### src/rtl/video_timing_sync.sv
// video_timing_sync
// LCD timing generator that drains a frame-buffer FIFO in lock with the
// camera frame. On each camera frame start, the FIFO is cleared. The block then
// waits for a minimum fill level and emits exactly one frame of hs/vs/de, with
// pixel data aligned to de. It also raises a sticky underflow flag. With
// LOCKED_MODE=0 it free-runs from reset and ignores the camera.
//
// Ports
//   video_clk     pixel clock (only clock)
//   rst           asynchronous active-high reset
//   frame_sync_in camera vsync, already in video_clk domain; rising edge = frame start
//   fifo_q        FIFO read data, valid one cycle after fifo_rd_en
//   fifo_level    FIFO read-side word count
//   fifo_empty    FIFO empty flag
//   fifo_rd_en    FIFO read request (active pixel of a running frame)
//   fifo_clr      one-cycle FIFO clear pulse
//   hs, vs, de    LCD timing, two cycles behind the counters
//   vout_data     pixel data, forced to 0 outside de
//   locked        a locked frame is being output
//   underflow     sticky: a read was issued while the FIFO was empty
module video_timing_sync #(
  parameter int DATA_WIDTH  = 16,
  parameter int LEVEL_W     = 10,
  parameter int H_ACTIVE    = 480,
  parameter int H_FP        = 2,
  parameter int H_SYNC      = 41,
  parameter int H_BP        = 2,
  parameter int V_ACTIVE    = 272,
  parameter int V_FP        = 2,
  parameter int V_SYNC      = 10,
  parameter int V_BP        = 2,
  parameter bit HS_POL      = 1'b0,
  parameter bit VS_POL      = 1'b0,
  parameter int START_LEVEL = 480,
  parameter bit LOCKED_MODE = 1'b1
) (
  input  logic                  video_clk,
  input  logic                  rst,
  input  logic                  frame_sync_in,
  input  logic [DATA_WIDTH-1:0] fifo_q,
  input  logic [LEVEL_W-1:0]    fifo_level,
  input  logic                  fifo_empty,
  output logic                  fifo_rd_en,
  output logic                  fifo_clr,
  output logic                  hs,
  output logic                  vs,
  output logic                  de,
  output logic [DATA_WIDTH-1:0] vout_data,
  output logic                  locked,
  output logic                  underflow
);

  localparam int H_TOTAL = H_ACTIVE + H_FP + H_SYNC + H_BP;
  localparam int V_TOTAL = V_ACTIVE + V_FP + V_SYNC + V_BP;
  localparam int HW      = $clog2(H_TOTAL);
  localparam int VW      = $clog2(V_TOTAL);

  localparam logic [HW-1:0] H_ACT  = HW'(H_ACTIVE);
  localparam logic [HW-1:0] H_SS   = HW'(H_ACTIVE + H_FP);
  localparam logic [HW-1:0] H_SE   = HW'(H_ACTIVE + H_FP + H_SYNC);
  localparam logic [HW-1:0] H_LAST = HW'(H_TOTAL - 1);
  localparam logic [VW-1:0] V_ACT  = VW'(V_ACTIVE);
  localparam logic [VW-1:0] V_SS   = VW'(V_ACTIVE + V_FP);
  localparam logic [VW-1:0] V_SE   = VW'(V_ACTIVE + V_FP + V_SYNC);
  localparam logic [VW-1:0] V_LAST = VW'(V_TOTAL - 1);

  typedef enum logic [1:0] {IDLE, FILL, RUN} state_t;
  localparam state_t RST_STATE = LOCKED_MODE ? IDLE : RUN;

  state_t        state;
  logic [HW-1:0] h_cnt, h_nxt;
  logic [VW-1:0] v_cnt, v_nxt;
  logic          sync_q, pend;
  logic          rise, act, frame_end, level_ok, hs_raw, vs_raw;
  logic [2:1]    vld_pipe, hs_pipe, vs_pipe;

  assign rise      = frame_sync_in & ~sync_q;
  assign act       = (h_cnt < H_ACT) && (v_cnt < V_ACT);
  assign frame_end = (h_cnt == H_LAST) && (v_cnt == V_LAST);
  assign level_ok  = fifo_level >= LEVEL_W'(START_LEVEL);
  assign hs_raw    = (h_cnt >= H_SS) && (h_cnt < H_SE);
  assign vs_raw    = (v_cnt >= V_SS) && (v_cnt < V_SE);

  // Gated by rst so the free-running variant (reset state RUN, counters at
  // the first active pixel) does not request data while held in reset.
  assign fifo_rd_en = act && (state == RUN) && !rst;
  assign locked     = LOCKED_MODE && (state == RUN);

  always_comb begin
    h_nxt = h_cnt + 1'b1;
    v_nxt = v_cnt;
    if (h_cnt == H_LAST) begin
      h_nxt = '0;
      v_nxt = (v_cnt == V_LAST) ? '0 : v_cnt + 1'b1;
    end
  end

  // Frame control. Counters sit at 0 outside RUN, so leaving RUN at the
  // frame's last cycle (where they wrap to 0) needs no explicit counter reset.
  always_ff @(posedge video_clk or posedge rst) begin
    if (rst) begin
      state     <= RST_STATE;
      h_cnt     <= '0;
      v_cnt     <= '0;
      sync_q    <= 1'b0;
      pend      <= 1'b0;
      fifo_clr  <= 1'b0;
      underflow <= 1'b0;
    end else begin
      sync_q   <= frame_sync_in;
      fifo_clr <= 1'b0;
      if (fifo_rd_en && fifo_empty) underflow <= 1'b1;
      if (!LOCKED_MODE) begin
        h_cnt <= h_nxt;
        v_cnt <= v_nxt;
      end else begin
        unique case (state)
          IDLE: if (rise) begin
            fifo_clr  <= 1'b1;
            underflow <= 1'b0;
            state     <= FILL;
          end
          FILL: begin
            // A new camera frame during fill restarts the fill from empty.
            if (rise) begin
              fifo_clr  <= 1'b1;
              underflow <= 1'b0;
            end else if (level_ok) begin
              state <= RUN;
            end
          end
          RUN: begin
            h_cnt <= h_nxt;
            v_cnt <= v_nxt;
            if (rise) pend <= 1'b1;
            if (frame_end) begin
              // A rise on the very last cycle counts as pending too.
              if (pend || rise) begin
                fifo_clr  <= 1'b1;
                underflow <= 1'b0;
                pend      <= 1'b0;
                state     <= FILL;
              end else begin
                state <= IDLE;
              end
            end
          end
          default: state <= IDLE;
        endcase
      end
    end
  end

  // Two-stage output pipeline. Stage 1 captures the timing of the cycle in
  // which the read is issued; stage 2 lines up with fifo_q, which arrives one
  // cycle after the read.
  always_ff @(posedge video_clk or posedge rst) begin
    if (rst) begin
      vld_pipe  <= '0;
      hs_pipe   <= '0;
      vs_pipe   <= '0;
      vout_data <= '0;
    end else begin
      vld_pipe  <= {vld_pipe[1], fifo_rd_en};
      hs_pipe   <= {hs_pipe[1], hs_raw};
      vs_pipe   <= {vs_pipe[1], vs_raw};
      vout_data <= vld_pipe[1] ? fifo_q : '0;
    end
  end

  assign de = vld_pipe[2];
  assign hs = hs_pipe[2] ? HS_POL : ~HS_POL;
  assign vs = vs_pipe[2] ? VS_POL : ~VS_POL;

endmodule
### config.mk
export PLATFORM = sky130hd
export DESIGN_NAME = video_timing_sync
export DESIGN_NICKNAME = d
export VERILOG_FILES = /design/src/rtl/video_timing_sync.sv
export SDC_FILE = /design/constraint.sdc
export NUM_CORES = 1
export LEC_CHECK = 0
export BUFFER_PORTS_ARGS = -buffer_cell sky130_fd_sc_hd__buf_4
export CAP_MARGIN = 15
export CORE_ASPECT_RATIO = 0.75
export CORE_MARGIN = 3
export CORE_UTILIZATION = 50
export DETAILED_ROUTE_END_ITERATION = 10
export HOLD_SLACK_MARGIN = 0.08
export PLACE_DENSITY = 0.81
export SLEW_MARGIN = 15
export SYNTH_ARGS = -nofsm -noshare
export SYNTH_HDL_FRONTEND = slang
export SYNTH_SLANG_ARGS = --single-unit
### constraint.sdc
create_clock -name video_clk -period 4.2 [get_ports video_clk]
set_clock_uncertainty 0.1 [all_clocks]
set_input_delay 0.42 -clock video_clk [delete_from_list [all_inputs] [get_ports video_clk]]
set_output_delay 0.42 -clock video_clk [all_outputs]
set_load 0.01 [all_outputs]
# After elaboration in Yosys (flattened, before gate mapping)
# Index checks and enable logic that the tools add are counted.
# Widths: inputs -> output; s select.
# classes
eq_ne,8
n_bitwise,2
n_div,0
addsub,2
n_reduce_logical,13
n_mux,23
multipliers,0
magnitude_cmp,7
shift,0
# op_table
op,count
$ge 10x9->1 const B,2
$lt 9x9->1 const B,2
$mux 16,1
$mux 1,13
$add 10x1->10 const B,1
$eq 10x10->1 const B,1
$lt 10x10->1 const B,1
$lt 10x9->1 const B,1
$mux 10,1
$add 9x1->9 const B,1
$eq 9x9->1 const B,1
$ge 9x9->1 const B,1
$mux 9,1
$mux 2,4
$logic_and 1x1->1,7
$ne 2x2->1 const B,3
$pmux 2 s3,1
$pmux 1 s2,2
$reduce_and 4->1,1
$eq 2x1->1 const B,1
$eq 2x2->1 const B,1
$logic_not 2->1,1
$ne 2x1->1 const B,1
$reduce_and 2->1,1
5 further kinds,5
# totals
out_inout_bits,23
register_bits,47
latchBits,0
ram_bits,0
inputBits,30
memories,0
rom_bits,0
elab_cells,66

# Logic depth before layout (Yosys ltp)
# Gate-level depths: netlist of run 1.
# depth
depth_word,9
mapped_depth,8

# Worst setup path before layout of run 1
# OpenSTA, ideal clock, no wires.
# synth_timing
kind,reg-to-reg
start,register h_cnt[0]
end,register v_cnt[1]
stages_incl_launch_ff,9
slack_ps,2602
path_buffers,2
t_arrival_ps,1371
path_cell_list,dfrtp_1 > inv_1 > ha_1 > and3_1 > and4_1 > buf_4 > buf_6 > nand3b_1 > o21ai_0
# synth_via
elab_chain_cells,2
# synth_lines
item,line_no,rtl
"start, declared",71,"logic [HW-1:0] h_cnt, h_nxt;"
"start signal, assigned",114,h_cnt <= h_nxt;
"start signal, assigned",133,h_cnt <= h_nxt;
$eq 10x10->1,92,if (h_cnt == H_LAST) begin
$reduce_and 2->1 (no line),--,
"end signal, assigned",115,v_cnt <= v_nxt;
"end signal, assigned",134,v_cnt <= v_nxt;
"end, declared",72,"logic [VW-1:0] v_cnt, v_nxt;"
# Every way passes these cells.
# A chain may end at the register's enable or synchronous reset.

# Worst setup path after layout of run 1
# layout_timing
start,register state[1]
end,output fifo_rd_en
# layout_via
elab_chain_cells,3
# layout_lines
item,line_no,rtl
"start, declared",70,state_t state;
"start signal, assigned",102,state <= RST_STATE;
"start signal, assigned",121,state <= FILL;
"start signal, assigned",129,state <= RUN;
$eq 2x2->1,86,assign fifo_rd_en = act && (state == RUN) && !rst;
$logic_and 1x1->1 (2 in series),86,
"end, declared",43,"output logic fifo_rd_en,"
# Every way passes these cells.

==> summary.md, run 1 <==
| Metric | Value |
|---|---|
| Fin crit period | `2400 ps` |
| Hold_sp | `frame_sync_in` |
| I/O Pins | `53` |
| CTS Buf Count | `5` |
| Vias in the first global route | `1535` |
| Final net count | `266` |
| Final Core Density | `67.1%` |
| Number of distinct library cells after synthesis | `40` |
| PD cells | `316 mW/mm^2` |
| Die Width | `79.7 microns` |
| GRT Total Usage | `19.4%` |
| Reg-to-Reg Start | `state[1]` |
| Critical Path End Type | `primary output` |
| Wl on met1 | `1840 microns` |
| Clock buffer depth | `2` |
| P&R area growth vs syn | `24.7%` |
| Final slew viol count | `0` |
| # resized after CTS | `0` |
| DR WL met2 | `1890 microns` |
| Post-CTS Repair Setup Buffers | `0` |
| Diode count | `0` |
| Gpl congestion | `0.804` |
| Layout cells sized above 1 | `25.8%` |
| Most frequent cells in the layout | `buf_4 (48), dfrtp_1 (47), and2_1 (19)` |
| Worst R2R Path Depth | `4` |
| First-pass DRT Iterations | `4` |
| Setup_tns | `0 ps` |
| Status | `finished clean` |
| Fin. Hold Viols | `0` |
| RSZ-0062 raised after global routing | `no` |
| Port Buffers | `47` |
| P_sw | `176 uW` |
| Cell Area, Synth | `0.00203 sq mm` |
| Logic pwr share | `6.8%` |
| Post-synth top area cell | `dfrtp_1` |
| Fmax | `0.417 GHz` |
| Ranking of synthesized cells by area | `dfrtp_1 (58%), and2_1 (5.8%), xnor2_1 (2.6%), ha_1 (2.5%), o21ai_0 (2.5%)` |
| WS Path Type | `reg2out` |
| Post-CTS Hold Fix Bufs | `1` |
| Post-synth EDFFs | `0` |
| Part of the power in registers | `57.9%` |
| Most common cell after layout, fill and taps aside | `buf_4` |
| DR top layer | `met4` |
| Final wirelength | `4150 microns` |
| Async SR Flop Fraction | `100%` |
| Top-area cell type share of the netlist area | `57.8%` |
| Critical Path Start | `state[1]` |
| Largest fanout on the critical path | `10` |
| CORE AREA | `0.00378 sq mm` |
| Yosys warns | `0` |
| Mapped Nets | `214` |
| Die height | `61.2 microns` |
| Clk pwr share | `35.3%` |
| CTS tree | `built` |
| Setup crit start kind | `flop` |
| Worst EP arrival | `1880 ps` |
| Initial drt markers | `85` |
| Hold Crit Depth | `1` |
| Worst hold path class | `in2reg` |
| Sequential fraction of the synthesis area | `57.8%` |
| Rel. slew slack | `54.6%` |
| Root Driver | `clkbuf_8` |
| Clock transition at path regs | `90 ps` |
| Row Count | `19` |
| Antenna violations before repair | `0` |
| Transition time of the tightest slew-check pin | `680 ps` |
| Dpl cell area | `0.00243 sq mm` |
| Syn Area/Cell | `11.3 sq um` |
| Final HPWL DP | `3070 microns` |
| Met3 wire length | `319 microns` |
| Finish-stage setup viols | `0` |
| Tcrit/Tclk final | `57.1%` |
| WL per Instance | `14.6 microns` |
| Top_reg_cell synth | `dfrtp_1` |
| Post-route cell area | `0.00254 sq mm` |
| Synthesized flop and latch total | `47` |
| First-pass GRT wire length | `7020 microns` |
| Vias | `1553` |
| H-tree depth | `2` |
| Leakage dissipation | `1.19 nW` |
| Max Cap Violations | `0` |
| Post-DRT Antenna Nets | `0` |
| GR Overflow Total | `0` |
| Largest net degree at the start of global routing | `32` |
| Die ar. | `0.00488 sq mm` |
| Vias per inst | `5.45` |
| Worst Path Required | `3680 ps` |
| # DRC | `0` |
| Int Power | `627 uW` |
| Initial Util | `53.8%` |
| Clock sinks | `47` |
| Insertion delay to the later sink of the worst-skew pair | `300 ps` |
| Sw frac | `21.9%` |
| Peak VDD IR | `243 uV` |
| Hold WS | `140 ps` |
| Cell count after synthesis | `180` |
worst max-delay path, cell delays in order (launching register included):
cell,delay [ps]
dfrtp_1,450
nor2b_1,590
and4_1,380
buf_4,150
final cells by class:
class | count | area, sq um
fill | 294 | 1240
sequential | 47 | 1180
multi-input combinational | 121 | 801
timing repair buffer | 49 | 370
clock buffer | 7 | 86.3
tap | 52 | 65.1
inverter | 8 | 30.0
clock inverter | 1 | 8.76
worst paths after layout:
check / end / slack, ps
worst max-delay path: fifo_rd_en / 1800
worst min-delay path: sync_q / 140
worst max register to register: v_cnt[7] / 1980
worst min register to register: hs_pipe[2] / 260
max in group asynchronous: v_cnt[5] / 2670
min in group asynchronous: h_cnt[8] / 590
stage by stage:
step                      worst slack [ps]  cells  power [mW]
after floorplan                       2560    180       0.493
after global placement                2080    276       0.528
after detailed placement              2020    276       0.529
after CTS                             1830    285       0.811
after global routing                  1650    285       0.838
final                                 1800    285       0.803
flip-flops by register name (all words and copies together) (netlist names):
| register | flops |
|---|---|
| fifo_clr | 1 |
| h_cnt | 10 |
| hs_pipe | 2 |
| pend | 1 |
| state | 2 |
| sync_q | 1 |
| underflow | 1 |
| v_cnt | 9 |
| vld_pipe | 2 |
| vout_data | 16 |
| vs_pipe | 2 |
cells in the mapped netlist (3+ instances only):
library cell / number
xor2_1: 5
a21oi_1: 9
nand4_1: 5
nand3_1: 8
nor2_1: 11
xnor2_1: 6
and3_1: 5
and4_1: 3
nand2_1: 9
inv_1: 8
o21ai_0: 10
and2_1: 19
dfrtp_1: 47
ha_1: 4
layer usage:
layer  global-route usage [%]  up-vias
li1                         -      728
met1                     25.1      759
met2                     30.6       56
met3                     4.39       10
met4                     11.3        0
met5                        0        -
kinds of logic (layout without fill, tap and decap cells):
logic type / count (synthesis) / in the layout / share of synthesized area (%)
flip-flops: 47 / 47 / 57.8
AND/OR/NAND/NOR: 75 / 75 / 22.8
XOR/XNOR: 11 / 11 / 4.74
adder cells (fa/ha/maj): 4 / 4 / 2.46
buffers and inverters: 12 / 65 / 2.83
AO/OA/AOI/OAI: 30 / 30 / 8.92
multiplexers: 1 / 1 / 0.492
power by group through the flow:
stage / Clock [mW] / Sequential [mW] / Combinational, mW
6_report: 0.283 / 0.465 / 0.0546
5_1_grt: 0.311 / 0.467 / 0.0601
4_1_cts: 0.290 / 0.465 / 0.0558
3_5_place_dp: 0 / 0.475 / 0.0549
3_3_place_gp: 0 / 0.474 / 0.0536
2_1_floorplan: 0 / 0.478 / 0.0156
No activity file was read; power rests on OpenSTA's default activity.
==> run 2: changes to the inputs <==
--- a/config.mk
+++ b/config.mk
@@ -5,6 +5,7 @@
 export SDC_FILE = /design/constraint.sdc
 export NUM_CORES = 1
 export LEC_CHECK = 0
+export ABC_AREA = 1
 export BUFFER_PORTS_ARGS = -buffer_cell sky130_fd_sc_hd__buf_4
 export CAP_MARGIN = 15
 export CORE_ASPECT_RATIO = 0.75
@@ -12,7 +13,7 @@
 export CORE_UTILIZATION = 50
 export DETAILED_ROUTE_END_ITERATION = 10
 export HOLD_SLACK_MARGIN = 0.08
-export PLACE_DENSITY = 0.81
+export PLACE_DENSITY = 0.8
 export SLEW_MARGIN = 15
 export SYNTH_ARGS = -nofsm -noshare
 export SYNTH_HDL_FRONTEND = slang
==> constraint.sdc (replaced) <==
create_clock -name video_clk -period 2.31 [get_ports video_clk]
set_clock_uncertainty 0.1 [all_clocks]
set_input_delay 0.231 -clock video_clk [delete_from_list [all_inputs] [get_ports video_clk]]
set_output_delay 0.231 -clock video_clk [all_outputs]
set_load 0.01 [all_outputs]
==> run 2 against run 1 <==
Combinational power rose by 140%. Non-clock buffer count increased by 17. Global-route usage rose by 1.5 points. Critical path depth grew 2. Design area rose by 17%. Total power increased by 110%. Sequential share of layout area down 6.6 points. Area after synthesis grew 9.4%. First-iteration DRC count fell by 19%.
==> summary.md, run 2 <==
| Metric | Value |
|---|---|
| Status | `finished clean` |
| Most frequent cells in the layout | `nand2_1 (69), dfrtp_1 (47), buf_4 (47)` |
| GRT Total Usage | `20.9% (+1.5 points)` |
| Synthesized flop and latch total | `47 (unchanged)` |
| Post-DRT Antenna Nets | `0 (unchanged)` |
| CP max stage delay | `460 ps (-130 ps)` |
| Fin crit period | `1940 ps` |
| Cell with the most instances after synthesis | `nand2_1` |
| Worst EP arrival | `1610 ps (-270 ps)` |
| Post-synth EDFFs | `0 (unchanged)` |
| Diode count | `0 (unchanged)` |
| Clock transition at path regs | `90 ps (about the same)` |
| Vias in the first global route | `1917 (+25%)` |
| Final net count | `364 (+37%)` |
| Cell Area, Synth | `0.00223 sq mm (+9.4%)` |
| Top_reg_cell synth | `dfrtp_1` |
| Layout cells sized above 1 | `24.2% (-1.6 points)` |
| Root Driver | `clkbuf_8` |
| Number of distinct library cells after synthesis | `33 (-18%)` |
| PD cells | `574 mW/mm^2 (+81%)` |
| Fmax | `0.514 GHz` |
| Mapped Nets | `295 (+38%)` |
| Tcrit/Tclk final | `84.2%` |
| Max FFs per register | `16 (unchanged)` |
| Leakage dissipation | `1.66 nW (+39%)` |
| H-tree depth | `2 (unchanged)` |
| Antenna violations before repair | `0 (unchanged)` |
| CTS Buf Count | `5 (unchanged)` |
| Initial Util | `53.3% (-0.56 points)` |
| Cell count after synthesis | `261 (+45%)` |
| Fin. Hold Viols | `0 (unchanged)` |
| Syn Area/Cell | `8.53 sq um (-25%)` |
| Setup Slack @ Placement | `500 ps (-1520 ps)` |
| Die ar. | `0.00530 sq mm (+8.6%)` |
| Vias | `1881 (+21%)` |
| Reg with most FFs | `vout_data` |
| Post-CTS Repair Setup Buffers | `0 (unchanged)` |
| # DRC | `0 (unchanged)` |
| Synth top cells by count | `nand2_1 (69), dfrtp_1 (47), inv_1 (41)` |
| First-pass DRT Iterations | `4 (unchanged)` |
| Finish-stage setup viols | `0 (unchanged)` |
| Final HPWL DP | `3330 microns (+8.3%)` |
| Critical Path End Type | `primary output` |
| First-pass GRT wire length | `8740 microns (+25%)` |
| Most common cell after layout, fill and taps aside | `nand2_1` |
| Insertion delay to the later sink of the worst-skew pair | `300 ps (about the same)` |
| RSZ-0062 raised after global routing | `no` |
| Largest net degree at the start of global routing | `32 (unchanged)` |
| Largest fanout on the critical path | `9 (-1)` |
| WS Path Type | `reg2out` |
| Async SR Flop Fraction | `100% (unchanged)` |
| Post-synth top area cell | `dfrtp_1` |
| Initial drt markers | `69 (-19%)` |
| Top-area cell type share of the netlist area | `52.8% (-5.0 points)` |
| Port Buffers | `47 (unchanged)` |
| Worst hold path class | `in2reg` |
| WL per Instance | `13.0 microns (-11%)` |
| Peak VDD IR | `397 uV (+63%)` |
| Vias per inst | `4.87 (-11%)` |
| GR Overflow Total | `0 (unchanged)` |
| Ranking of synthesized cells by area | `dfrtp_1 (53%), nand2_1 (12%), inv_1 (6.9%), nor2_1 (4.6%), nand3_1 (3.1%)` |
| Min setup slack post-route | `366 ps (-1440 ps)` |
| Row Count | `20 (+1)` |
| Final wirelength | `5020 microns (+21%)` |
| Final slew viol count | `0 (unchanged)` |
| CTS tree | `built` |
| Max Cap Violations | `0 (unchanged)` |
| Rel. slew slack | `51.6% (-3.0 points)` |
| P&R area growth vs syn | `32.9%` |
| CP max stage cell | `dfrtp_1` |
| Clock buffer depth | `2 (unchanged)` |
| Yosys warns | `0 (unchanged)` |
| Worst Path Required | `1980 ps (-1700 ps)` |
| Top flop regs | `vout_data (16), h_cnt (10), v_cnt (9)` |
| Gpl congestion | `0.866 (+7.8%)` |
| CP cell instances | `nor2_4 > nand2_1 > nor2_1 > and3_1 > buf_4` |
| Die Width | `83.0 microns (+4.3%)` |
| CORE AREA | `0.00418 sq mm (+11%)` |
| I/O Pins | `53 (unchanged)` |
| Sequential fraction of the synthesis area | `52.8% (-5.0 points)` |
| Setup crit start kind | `flop` |
| Clock sinks | `47 (unchanged)` |
| Transition time of the tightest slew-check pin | `722 ps (+42.5 ps)` |
| Die height | `63.8 microns (+4.1%)` |
| Setup_tns | `0 ps (unchanged)` |
run 2: cell types whose count changed after synthesis, moves of 4 or more:
cell,delta
and3_1,-4
inv_1,+33
and2_1,-19
a21oi_1,-6
nand2_1,+60
nand3_1,+6
xnor2_1,-5
nand2_2,+4
nor2_1,+16
o21ai_0,-6
inv_2,+6
run 2: metrics by stage:
step                utilization, %  std cells  cell area (sq um)  hold WS [ps]  power [mW]
floorplan                        -        261               2230           162       0.899
global placement              63.2        360               2640           142       0.965
detailed placement            63.2        360               2640           152       0.969
CTS                           70.8        386               2960           170        1.70
global route                  70.8        386               2960           183        1.77
finish                        70.8        386               2960           172        1.70
run 2: critical path, delay by kind of cell (launching register included):
kind | cells | cell delay (ps)
flops | 1 | 460
simple gates | 4 | 710
buf+inv | 1 | 130
run 2: final timing paths:
| check | start | to | slack [ps] | cells after the start |
|---|---|---|---|---|
| setup / recovery | state[0] | fifo_rd_en | 370 | 5 |
| hold / removal | fifo_empty | underflow | 170 | 5 |
| setup reg to reg | h_cnt[1] | v_cnt[0] | 460 | 5 |
| hold reg to reg | hs_pipe[1] | hs_pipe[2] | 250 | 0 |
| max in group asynchronous | rst | v_cnt[0] | 1250 | 4 |
| min in group asynchronous | rst | h_cnt[3] | 380 | 3 |
run 2: cells by family (layout without fill, tap and decap cells):
logic type | count (synthesis) | in the layout | synth area share (%)
AOI/OAI and AO/OA | 14 | 14 | 3.60
xor gates and xnor gates | 8 | 8 | 3.15
adders and majority gates | 4 | 4 | 2.25
and+or+nand+nor | 136 | 136 | 28.8
buffers and inverters | 52 | 122 | 9.33
DFF | 47 | 47 | 52.8
run 2: timing repair:
| action | in CTS | in global routing |
|---|---|---|
| endpoints found under the hold margin | 33 | 0 |
| gates resized for setup | 0 | 0 |
| hold buffers | 18 | 0 |
run 2: where the power goes:
part           total (mW)  switching, mW  internal [mW]
registers           0.848        0.00914          0.839
clock network       0.719          0.288          0.431
logic               0.130         0.0555         0.0749
run 2: final cells by class:
class / count / area [sq um]
inverters: 48 / 181
clock buffers: 5 / 68.8
well taps: 55 / 68.8
clock inverters: 3 / 67.6
multi-input cells: 162 / 842
flip-flops and latches: 47 / 1180
repair buffers: 66 / 553
fillers: 296 / 1220
run 2: metal layers:
layer | GRT usage [%] | vias to the layer above | part of all wire [%] | routed length (microns)
li1 | - | 932 | - | -
met4 | 9.59 | 0 | 2.9 | 148
met2 | 37.1 | 48 | 51 | 2540
met1 | 24.7 | 886 | 43 | 2170
met3 | 3.87 | 15 | 3.3 | 166
met5 | 0 | - | 0 | 0
==> run 3: changes to the inputs <==
--- a/config.mk
+++ b/config.mk
@@ -5,12 +5,12 @@
 export SDC_FILE = /design/constraint.sdc
 export NUM_CORES = 1
 export LEC_CHECK = 0
-export ABC_AREA = 1
+export ABC_AREA = 0
 export BUFFER_PORTS_ARGS = -buffer_cell sky130_fd_sc_hd__buf_4
 export CAP_MARGIN = 15
 export CORE_ASPECT_RATIO = 0.75
 export CORE_MARGIN = 3
-export CORE_UTILIZATION = 50
+export CORE_UTILIZATION = 47
 export DETAILED_ROUTE_END_ITERATION = 10
 export HOLD_SLACK_MARGIN = 0.08
 export PLACE_DENSITY = 0.8
==> constraint.sdc (replaced) <==
create_clock -name video_clk -period 1.6 [get_ports video_clk]
set_clock_uncertainty 0.1 [all_clocks]
set_input_delay 0.16 -clock video_clk [delete_from_list [all_inputs] [get_ports video_clk]]
set_output_delay 0.16 -clock video_clk [all_outputs]
set_load 0.01 [all_outputs]
==> run 3 against run 2 <==
The flow now finishes with violations (negative setup slack). Register-to-register slack got worse by 600 ps. Critical path depth decreased by 2. Routed wire length rose by 24%. Non-clock buffer count grew 45. Clock power grew 8.5%. Critical endpoint unchanged. Combinational power increased by 55%. Flip-flop and latch count stayed put.
==> summary.md, run 3 (synthesis gave the netlist of run 1 again) <==
| Metric | Value |
|---|---|
| H-tree depth | `2 (unchanged)` |
| Largest fanout on the critical path | `2 (-7)` |
| CTS tree | `built` |
| Largest net degree at the start of global routing | `21 (-34%)` |
| Worst R2R Path Depth | `6 (+1)` |
| Setup crit start kind | `flop` |
| Tcrit/Tclk final | `109%` |
| Hold Crit Depth | `0 (-5)` |
| R2r endpoint | `fifo_clr` |
| Fin crit period | `1750 ps` |
| Clock sinks | `47 (unchanged)` |
| Fin. Hold Viols | `0 (unchanged)` |
| Antenna violations before repair | `0 (unchanged)` |
| Initial Util | `49.6% (-3.7 points)` |
| Worst EP arrival | `1490 ps (-120 ps)` |
| P&R area growth vs syn | `59.3%` |
| Final slew viol count | `0 (unchanged)` |
| Hold_sp | `vs_pipe[1]` |
| Vias in the first global route | `1912 (-0.26%)` |
| Gpl congestion | `0.821 (-5.2%)` |
| Number of instances in the placed design | `312 (-13%)` |
| Transition time of the tightest slew-check pin | `461 ps (-261 ps)` |
| Finish-stage setup viols | `12 (+12)` |
| Fmax | `0.572 GHz` |
| Final std cells w/o fill | `350 (-9.3%)` |
| Max Cap Violations | `0 (unchanged)` |
| PD cells | `680 mW/mm^2 (+19%)` |
| WL per Instance | `17.8 microns (+37%)` |
| Clock transition at path regs | `90 ps (about the same)` |
| First-pass GRT wire length | `9270 microns (+6.1%)` |
| Die ar. | `0.00516 sq mm (-2.5%)` |
| Worst Path Required | `1340 ps (-640 ps)` |
| Clock buffer depth | `2 (unchanged)` |
| Failing checks | `negative setup slack` |
| Peak VDD IR | `425 uV (+6.9%)` |
| Final HPWL DP | `3430 microns (+2.9%)` |
| Rel. slew slack | `69.2% (+18 points)` |
| Post-DRT Antenna Nets | `0 (unchanged)` |
| Min setup slack post-route | `-149 ps (-515 ps)` |
| Worst reg-to-reg setup slack | `-140 ps (-600 ps)` |
| Reg with most FFs | `vout_data` |
| Max FFs per register | `16 (unchanged)` |
| Die height | `63.0 microns (-1.3%)` |
| Root Driver | `clkbuf_8` |
| Hold endpoint | `vs_pipe[2]` |
| Reg-to-Reg Start | `v_cnt[5]` |
| Final wirelength | `6240 microns (+24%)` |
| Layout cells sized above 1 | `44.1% (+20 points)` |
| Critical Path End Type | `primary output` |
| Port Buffers | `47 (unchanged)` |
| CORE AREA | `0.00410 sq mm (-1.8%)` |
| Setup Slack @ Placement | `-55.3 ps (-556 ps)` |
| I/O Pins | `53 (unchanged)` |
| WS Path Type | `reg2out` |
| CTS Buf Count | `5 (unchanged)` |
| Worst hold path class | `reg2reg` |
| Vias | `1854 (-1.4%)` |
| Die Width | `82.0 microns (-1.3%)` |
| Vias per inst | `5.30 (+8.7%)` |
| Top flop regs | `vout_data (16), h_cnt (10), v_cnt (9)` |
| Final net count | `328 (-9.9%)` |
| Insertion delay to the later sink of the worst-skew pair | `310 ps (about the same)` |
| Row Count | `20 (unchanged)` |
| RSZ-0062 raised after global routing | `yes` |
| First-pass DRT Iterations | `4 (unchanged)` |
| # DRC | `0 (unchanged)` |
| Leakage dissipation | `1.57 nW (-5.4%)` |
| GRT Total Usage | `24.2% (+3.3 points)` |
| Most common cell after layout, fill and taps aside | `buf_4` |
| Initial drt markers | `104 (+51%)` |
| Most frequent cells in the layout | `buf_4 (80), dfrtp_1 (45), and2_1 (19), dlygate4sd3_1 (19), buf_6 (11)` |
| Filler cells | `227 (-23%)` |
| Diode count | `0 (unchanged)` |
| Status | `finished with violations` |
| GR Overflow Total | `0 (unchanged)` |
## run 3: cell count changes in the layout (fill, tap and decap cells not counted), moves of 4 or more
cell / change
buf_6: +11
xnor2_1: +4
inv_1: -33
and2_1: +19
inv_2: -6
nand3_1: -7
nand2_1: -63
buf_4: +33
nor2_1: -18
## run 3: area by class of cell
type | instances | area (sq um) | share of cell area, %
Sequential cell | 47 | 1180 | 36.4
Multi-Input combinational cell | 121 | 930 | 28.7
Clock buffer | 6 | 82.6 | 2.55
Timing Repair Buffer | 111 | 935 | 28.8
Tap cell | 55 | 68.8 | 2.12
Clock inverter | 2 | 16.3 | 0.502
Inverter | 8 | 30.0 | 0.927
## run 3: worst max-delay path by stage
| stage | startpoint | endpoint | slack [ps] | cells past startpoint |
|---|---|---|---|---|
| 2_1_floorplan | h_cnt[0] | v_cnt[1] | 2 | 8 |
| 3_3_place_gp | h_cnt[8] | v_cnt[6] | -30 | 5 |
| 3_5_place_dp | h_cnt[8] | v_cnt[3] | -60 | 4 |
| 4_1_cts | v_cnt[5] | fifo_rd_en | -130 | 3 |
| 5_1_grt | v_cnt[7] | fifo_rd_en | -200 | 3 |
| 6_report | v_cnt[7] | fifo_rd_en | -150 | 3 |
## run 3: power breakdown
group / internal [mW] / switching (mW) / leakage, nW
sequential: 1.21 / 0.0124 / 0.599
combinational: 0.119 / 0.0827 / 0.923
clock: 0.353 / 0.427 / 0.0474
total: 1.68 / 0.522 / 1.57
## run 3: stage by stage
stage / power (mW) / utilization, % / TNS, ps / area [sq um] / hold slack (ps)
CTS: 2.19 / 76.0 / -237 / 3120 / 212
floorplan: 1.30 / - / 0 / 2030 / 91.4
detailed placement: 1.40 / 65.7 / -351 / 2700 / 116
global placement: 1.39 / 65.7 / -106 / 2700 / 112
finish: 2.20 / 79.0 / -617 / 3240 / 257
global route: 2.30 / 79.0 / -1360 / 3240 / 266
## run 3: critical path: stages (launching register included)
cell	delay (ps)
dfrtp_2	440
o41ai_4	360
and4_4	280
buf_6	100
## run 3: per-layer routing
metal  GRT usage (%)  vias up  routed length [microns]
met1            30.2      907                     2570
li1                -      853                        -
met2            40.8       85                     3000
met4            8.09        0                      105
met5               0        -                        0
met3            5.76        9                      567
## run 3: what timing repair did
action / in CTS / in global routing
hold buffers: 19 / 0
gates resized for setup: 27 / 24
hold endpoints to repair: 36 / 0
setup buffers: 7 / 4
pin swaps: 11 / 11
setup endpoints to repair: 12 / 18
